`src/rtl/serialtopar_align.sv`:
```
// Bit-clock serial-to-parallel converter that finds its own word boundary by comma search.
// Define SERIALTOPAR_SLIP_EN to drop lock after SLIP_MAX consecutive misaligned commas.
module serialtopar_align #(
   parameter int               WIDTH    = 8,
   parameter logic [WIDTH-1:0] COMMA    = 8'hBC,
   parameter int               LOCK_CNT = 4,
   parameter int               SLIP_MAX = 3
) (
   input  logic             clk_nf,
   input  logic             reset,
   input  logic             in,
   output logic [WIDTH-1:0] data_par,
   output logic             valid_par,
   output logic             word_stb,
   output logic             locked
);
   localparam int PW = $clog2(WIDTH);
   localparam int CW = $clog2(LOCK_CNT + 1);
   localparam logic [PW-1:0] PHASE_LAST = PW'(WIDTH - 1);
   localparam logic [CW-1:0] CNT_LOCK   = CW'(LOCK_CNT);
   localparam logic [CW-1:0] CNT_LAST   = CW'(LOCK_CNT - 1);

   if (WIDTH < 2 || LOCK_CNT < 1 || SLIP_MAX < 1) begin : g_bad_params
      $error("serialtopar_align: needs WIDTH>=2, LOCK_CNT>=1, SLIP_MAX>=1");
   end

   typedef enum logic [1:0] {HUNT, VERIFY, LOCKED} state_t;

   state_t           state, state_nxt;
   logic [WIDTH-2:0] buffer;
   logic [WIDTH-1:0] shift_reg;
   logic [PW-1:0]    phase, phase_nxt;
   logic [CW-1:0]    comma_cnt, comma_cnt_nxt;
   logic             is_comma, boundary, word_out;

`ifdef SERIALTOPAR_SLIP_EN
   localparam int SW = $clog2(SLIP_MAX + 1);
   localparam logic [SW-1:0] SLIP_LAST = SW'(SLIP_MAX - 1);
   logic [SW-1:0] slip_cnt, slip_cnt_nxt;
`endif

   assign shift_reg = {buffer, in};
   assign is_comma  = (shift_reg == COMMA);
   assign boundary  = (phase == PHASE_LAST);
   assign word_out  = boundary && (state != HUNT);
   assign locked    = (state == LOCKED);

   always_ff @(posedge clk_nf or posedge reset) begin
      if (reset) state <= HUNT;
      else       state <= state_nxt;
   end

   always_comb begin
      // NOTE: every output of this block gets a default first, so no path can infer a latch.
      state_nxt     = state;
      phase_nxt     = boundary ? '0 : phase + 1'b1;
      comma_cnt_nxt = comma_cnt;
`ifdef SERIALTOPAR_SLIP_EN
      slip_cnt_nxt  = slip_cnt;
`endif
      case (state)
         HUNT: begin
            if (is_comma) begin
               phase_nxt     = '0;
               comma_cnt_nxt = CW'(1);
               state_nxt     = (LOCK_CNT == 1) ? LOCKED : VERIFY;
            end
         end
         VERIFY: begin
            if (boundary) begin
               if (is_comma) begin
                  if (comma_cnt != CNT_LOCK) comma_cnt_nxt = comma_cnt + 1'b1;
                  if (comma_cnt == CNT_LAST) state_nxt = LOCKED;
               end else begin
                  comma_cnt_nxt = '0;
                  state_nxt     = HUNT;
               end
            end
         end
         LOCKED: begin
`ifdef SERIALTOPAR_SLIP_EN
            // An aligned comma wins over a coincident slip and clears the count.
            if (is_comma) begin
               if (boundary) begin
                  slip_cnt_nxt = '0;
               end else if (slip_cnt == SLIP_LAST) begin
                  slip_cnt_nxt  = '0;
                  comma_cnt_nxt = '0;
                  state_nxt     = HUNT;
               end else begin
                  slip_cnt_nxt = slip_cnt + 1'b1;
               end
            end
`endif
         end
         default: state_nxt = HUNT;
      endcase
   end

   always_ff @(posedge clk_nf or posedge reset) begin
      if (reset) begin
         buffer    <= '0;
         phase     <= '0;
         comma_cnt <= '0;
         data_par  <= '0;
         valid_par <= 1'b0;
         word_stb  <= 1'b0;
`ifdef SERIALTOPAR_SLIP_EN
         slip_cnt  <= '0;
`endif
      end else begin
         // NOTE: state registers use non-blocking assignment so every flop samples pre-edge values.
         buffer    <= shift_reg[WIDTH-2:0];
         phase     <= phase_nxt;
         comma_cnt <= comma_cnt_nxt;
         word_stb  <= word_out;
`ifdef SERIALTOPAR_SLIP_EN
         slip_cnt  <= slip_cnt_nxt;
`endif
         if (word_out) begin
            data_par  <= shift_reg;
            valid_par <= (state == LOCKED) && !is_comma;
         end
         // Leaving LOCKED (or never reaching it) forces valid low; data_par holds.
         if (state_nxt != LOCKED) valid_par <= 1'b0;
      end
   end

endmodule

```
`config.mk`:
```
export PLATFORM = sky130hd
export DESIGN_NAME = serialtopar_align
export DESIGN_NICKNAME = d
export VERILOG_FILES = /design/src/rtl/serialtopar_align.sv
export SDC_FILE = /design/constraint.sdc
export NUM_CORES = 1
export LEC_CHECK = 0
export ABC_AREA = 1
export CORE_ASPECT_RATIO = 2
export CORE_MARGIN = 2
export CORE_UTILIZATION = 40
export DETAILED_ROUTE_END_ITERATION = 8
export GPL_TIMING_DRIVEN = 0
export PLACE_DENSITY = 0.61
export SETUP_SLACK_MARGIN = 0.1
export SYNTH_ARGS = -nofsm -noshare
export SYNTH_HDL_FRONTEND = slang
export SYNTH_SLANG_ARGS = --single-unit
```
`constraint.sdc`:
```
create_clock -name clk_nf -period 1.5 [get_ports clk_nf]
set_input_delay 0.3 -clock clk_nf [delete_from_list [all_inputs] [get_ports clk_nf]]
set_output_delay 0.3 -clock clk_nf [all_outputs]
set_load 0.05 [all_outputs]
```
==> results of run 1 <==
[worst paths after layout]
path / startpoint / to / depth (start not counted)
max: phase[0] / data_par[7] / 9
min in group asynchronous: reset / phase[1] / 2
max reg2reg: phase[0] / data_par[7] / 9
min reg2reg: buffer[0] / buffer[1] / 0
min: buffer[0] / buffer[1] / 0
max in group asynchronous: reset / state[1] / 2
[cell type report]
| cell class | instances | area (sq um) |
|---|---|---|
| clock buffers | 3 | 41.3 |
| fillers | 236 | 1100 |
| repair buffers | 21 | 209 |
| flip-flops and latches | 25 | 628 |
| plain buffers | 1 | 15.0 |
| well taps | 28 | 35.0 |
| multi-input cells | 69 | 440 |
| clock inverters | 1 | 7.51 |
| inverters | 15 | 58.8 |
[cells in the mapped netlist]
master,number
nor3_1,2
ha_1,5
nor2_4,1
nand2_1,34
inv_1,8
a21oi_1,1
a21oi_2,1
o22ai_1,1
inv_2,7
nor2_2,4
dfrtp_1,25
nand2_2,5
nand3_1,6
buf_6,1
o21ai_2,3
o2bb2ai_1,1
nor2_1,5
[through the flow]
step,hold slack (ns),cell area (sq um)
floorplan,0.327,1070
global placement,0.378,1230
detailed placement,0.384,1230
CTS,0.405,1320
global route,0.418,1440
finish,0.398,1440
[state kept, by name (all words and copies together) (netlist names)]
register / flops
data_par: 8
buffer: 7
comma_cnt: 3
phase: 3
state: 2
valid_par: 1
word_stb: 1
[logic make-up (layout without fill, tap and decap cells)]
logic type,count (synthesis),in the layout
and+or+nand+nor,57,57
DFF,25,25
adders and majority gates,5,5
buffers and inverters,16,41
AOI/OAI and AO/OA,7,7
[power by group through the flow]
stage	Clock (uW)	Combinational, uW	Sequential, uW
after global routing	440	111	713
after detailed placement	0	104	720
final	397	101	709
after global placement	0	103	719
after CTS	412	101	707
after floorplan	0	28.6	758
[routing by layer]
layer  up-vias  track usage [%]  routed length (um)
li1        391                -                   -
met1       376             19.8                 785
met2        10             22.9                1030
met3         6             2.60                  47
met4         0             8.00                  60
met5         -                0                   0
[critical path: stages (launching register included)]
cell	delay (ns)
dfrtp_1	0.36
ha_2	0.19
ha_4	0.15
inv_4	0.03
buf_4	0.13
nor2_4	0.11
inv_2	0.08
clkbuf_16	0.16
nand2_2	0.05
nand2_1	0.04
[repair_timing]
action                     CTS  global route
pin swaps                    4             9
buffers inserted             2             5
cloned                       0             1
setup endpoints to repair   22            14
gates resized for setup     38            22
==> impl_metrics.tcl, run 1 <==
set metrics [dict create \
    status "completed" \
    vias_per_cell 4.80 \
    ys_seq_area_share_pct 58.8 \
    period_minus_slack_ns 1.40 \
    final_common_cell "nand2_1" \
    hold_buffers 0 \
    clk_latency_ns 0.27 \
    finalWirelength_mm 1.92 \
    n_antenna_cell 0 \
    synth_area_leaders "dfrtp_1 (59%), nand2_1 (12%), ha_1 (5.9%)" \
    drv_cap 0 \
    avgSynthCellArea_sq_um 9.68 \
    combPwrFrac_pct 8.4 \
    regToRegSetupSlack_ns 0.1 \
    core_area_sq_mm 0.00254 \
    fin_cells 163 \
    power_uw 1210 \
    utilization_pct 56.6 \
    final_cell_mix "nand2_1 (26), dfrtp_1 (23), nand2_2 (10)" \
    cts_inserted_buffers 3 \
    synth_top_family_by_area "simple AND/OR/NAND/NOR gates" \
    rsz0062_at_grt "yes" \
    grt_util_all_layers_pct 15.2 \
    synthSimpleGateAreaFrac_pct 23.9 \
    port_buffers 13 \
    initial_utilization_pct 42.0 \
    die_area_sq_mm 0.00312 \
    pre_cts_ws_ns -0.245 \
    min-delay-path-class "flop to flop" \
    final_layout_size_suffix_gt1_share_pct 45.2 \
    num_vias 783 \
    cp.arrival_ns 1.57 \
    p_leak_uw 0.000694 \
    grt_overflow 0 \
    synth_top_cell_by_area "dfrtp_1" \
    switchingPower_uw 294 \
    finalSetupViolations 0 \
    seqPwrFrac_pct 58.7 \
    nets 144 \
    placedCellCount 151 \
    grt_pass1_vias 768 \
    dp_hpwl_mm 1.30 \
    die_y_um 77.0 \
    fp.dieW_um 40.5 \
    pwr-share-clk_pct 32.9 \
    p_sw_share_pct 24.4 \
    setup_tns_ns 0 \
    ys_ff_latch 25 \
    required_ns 1.67 \
    syn_nets 118 \
    path_class "flop to flop" \
    h-tree-depth 1 \
    area_growth_pct 34.8 \
    synth_top_area_share_pct 58.8 \
    first_iter_violations 16 \
    synth_fa_ha_area_share_pct 5.88 \
    cellPowerDensity_mw_per_mm2 841 \
    synth_cell_types 17 \
    drv_slew 0 \
    internal_power_uw 913 \
    antenna_found_initial 0 \
    gp_congestion 0.813 \
    syn_inst 110 \
    grt_pass1_wl_mm 3.39 \
    clockRootBuffer "clkbuf_8" \
    fin_ws_ns 0.0999 \
    maxSlewHeadroom_pct 37.3 \
    end_kind "flop" \
    ys_warn_count 0 \
    ant_nets 0 \
    io_pins 14 \
    cts.sinks 25 \
    firstDrtPassIters 4 \
    syn_area_sq_mm 0.00106 \
    tightestPinTransition_ns 0.939 \
    hold_violations 0 \
    drc_errors 0 \
    fin_crit_sh_pct 93.3 \
    finalClockSkew_ns 0.00349 \
    placementRows 26 \
    ir_worst_vdd_v 0.000646 \
    cts_tree "done" \
    startpoint_type "flop" \
    clk_pin_slew_worst_paths_ns 0.09 \
    fmax_mhz 714 \
    synth_compound_area_share_pct 5.17 \
    post_drt_wl_per_cell_um 11.8 \
    cts_buffer_depth 2 \
    synthMuxAreaShare_pct 0 \
    synthXorXnorAreaFrac_pct 0 \
    grt_start_max_net_pins 26 \
    critPathMaxFanout 5 \
]
(Power assumes the default switching activity.)
==> inputs of run 2 (changes only) <==
--- a/config.mk
+++ b/config.mk
@@ -6,12 +6,14 @@
 export NUM_CORES = 1
 export LEC_CHECK = 0
 export ABC_AREA = 1
+export CELL_PAD_IN_SITES_DETAIL_PLACEMENT = 1
+export CELL_PAD_IN_SITES_GLOBAL_PLACEMENT = 1
 export CORE_ASPECT_RATIO = 2
 export CORE_MARGIN = 2
-export CORE_UTILIZATION = 40
+export CORE_UTILIZATION = 36
 export DETAILED_ROUTE_END_ITERATION = 8
 export GPL_TIMING_DRIVEN = 0
-export PLACE_DENSITY = 0.61
+export PLACE_DENSITY = 0.7
 export SETUP_SLACK_MARGIN = 0.1
 export SYNTH_ARGS = -nofsm -noshare
 export SYNTH_HDL_FRONTEND = slang
==> impl_metrics.tcl, run 2 (synthesized netlist as in run 1, its figures left out) <==
set metrics [dict create \
    power_uw 1240 \
    antenna_found_initial 0 \
    finalClockSkew_ns 0.00765 \
    vias_per_cell 4.90 \
    internal_power_uw 921 \
    crit_top_cell "inv_4" \
    dp_hpwl_mm 1.47 \
    ant_nets 0 \
    finalSetupViolations 0 \
    status "completed" \
    tightestPinTransition_ns 0.538 \
    setup_tns_ns 0 \
    utilization_pct 51.1 \
    crit_end "data_par[6]" \
    startpoint_type "flop" \
    die_area_sq_mm 0.00344 \
    hold_buffers 0 \
    drc_errors 0 \
    port_buffers 13 \
    critPathMaxFanout 5 \
    min-delay-path-class "input pin to asynchronous set/reset pin" \
    gp_congestion 0.778 \
    fp.dieW_um 42.5 \
    switchingPower_uw 322 \
    final_cell_mix "nand2_1 (29), dfrtp_1 (24), buf_4 (11)" \
    n_antenna_cell 0 \
    p_sw_share_pct 25.9 \
    fmax_mhz 671 \
    grt_util_all_layers_pct 14.9 \
    cellPowerDensity_mw_per_mm2 847 \
    num_vias 824 \
    drv_cap 0 \
    clockRootBuffer "clkbuf_8" \
    nets 147 \
    initial_utilization_pct 37.1 \
    placementRows 28 \
    crit_start "phase[0]" \
    slowest_stage "dfrtp_1" \
    post_drt_wl_per_cell_um 13.5 \
    rr_endpoint "data_par[6]" \
    grt_pass1_wl_mm 3.79 \
    final_layout_size_suffix_gt1_share_pct 44.9 \
    cts_buffer_depth 2 \
    grt_overflow 0 \
    cts_inserted_buffers 3 \
    r2r_start "phase[0]" \
    r2r_cells 8 \
    die_y_um 80.9 \
    required_ns 1.71 \
    p_leak_uw 0.000711 \
    fin_cells 168 \
    ir_worst_vdd_v 0.000764 \
    period_minus_slack_ns 1.49 \
    biggestRegsByFlops "data_par x8, buffer x7" \
    clk_pin_slew_worst_paths_ns 0.10 \
    cp.arrival_ns 1.70 \
    rsz0062_at_grt "yes" \
    h-tree-depth 1 \
    firstDrtPassIters 2 \
    largest_register "data_par" \
    cts.sinks 25 \
    largest_reg_flops 8 \
    final_common_cell "nand2_1" \
    clk_latency_ns 0.28 \
    end_kind "flop" \
    core_area_sq_mm 0.00287 \
    area_growth_pct 37.8 \
    io_pins 14 \
    fin_crit_sh_pct 99.3 \
    pwr-share-clk_pct 34.7 \
    maxSlewHeadroom_pct 64.0 \
    max_stage_delay_ns 0.37 \
    grt_pass1_vias 862 \
    cts_tree "done" \
    path_class "flop to flop" \
    finalWirelength_mm 2.26 \
    drv_slew 0 \
    hold_violations 0 \
    placedCellCount 153 \
    combPwrFrac_pct 8.3 \
    regToRegSetupSlack_ns 0.01 \
    cp_cell_sequence "ha_2, ha_4, inv_4, buf_4, nor2_4, inv_4, clkbuf_16, o21ai_2" \
    grt_start_max_net_pins 26 \
    first_iter_violations 7 \
    seqPwrFrac_pct 57.1 \
]
run 2: power by group through the flow:
stage	registers (uW)	logic, uW	clock network, uW
floorplan	758	28.6	0
global placement	720	103	0
detailed placement	721	105	0
CTS	708	102	454
global route	713	113	464
finish	709	103	431
run 2: what timing repair did:
action | in CTS | in global routing
setup endpoints to repair | 22 | 13
resized for setup | 39 | 16
setup buffers | 2 | 8
cloned | 0 | 1
pin swaps | 5 | 10
hold endpoints to repair | 0 | 0
run 2: how the worst min path moves through the flow:
stage	cells past startpoint	start	to	slack, ns
final	2	reset	phase[0]	0.40
after CTS	0	buffer[0]	buffer[1]	0.41
after global placement	0	buffer[0]	buffer[1]	0.38
after detailed placement	0	buffer[0]	buffer[1]	0.39
after floorplan	1	reset	buffer[0]	0.33
after global routing	0	buffer[0]	buffer[1]	0.42
run 2: worst max-delay path: cells and delay by family (launching register included):
kind                     cells  cell delay, ns
AO/OA/AOI/OAI                1            0.12
adder cells (fa/ha/maj)      2            0.36
buffers and inverters        4            0.40
flip-flops                   1            0.37
AND/OR/NAND/NOR              1            0.16
run 2: per-stage QoR:
| stage | hold slack [ns] | worst slack, ns | instance area [sq um] |
|---|---|---|---|
| floorplan | 0.327 | 0.139 | 1070 |
| global placement | 0.379 | -0.231 | 1240 |
| detailed placement | 0.386 | -0.234 | 1240 |
| CTS | 0.409 | 0.0333 | 1330 |
| global route | 0.420 | -0.0791 | 1470 |
| finish | 0.398 | 0.0108 | 1470 |
run 2: per-layer routing:
| metal | vias to the layer above | global-route usage (%) | part of all wire [%] |
|---|---|---|---|
| met5 | - | 0 | 0 |
| met4 | 0 | 10.3 | 3.4 |
| met3 | 8 | 2.00 | 2.6 |
| met2 | 16 | 25.7 | 53 |
| met1 | 404 | 16.5 | 41 |
| li1 | 396 | - | - |
run 2: final cells by class:
type / instances / area (sq um)
well taps: 30 / 37.5
plain buffers: 1 / 15.0
clock buffers: 3 / 41.3
clock inverters: 1 / 8.76
fillers: 336 / 1410
inverters: 15 / 65.1
repair buffers: 24 / 240
flip-flops and latches: 25 / 627
multi-input cells: 69 / 433
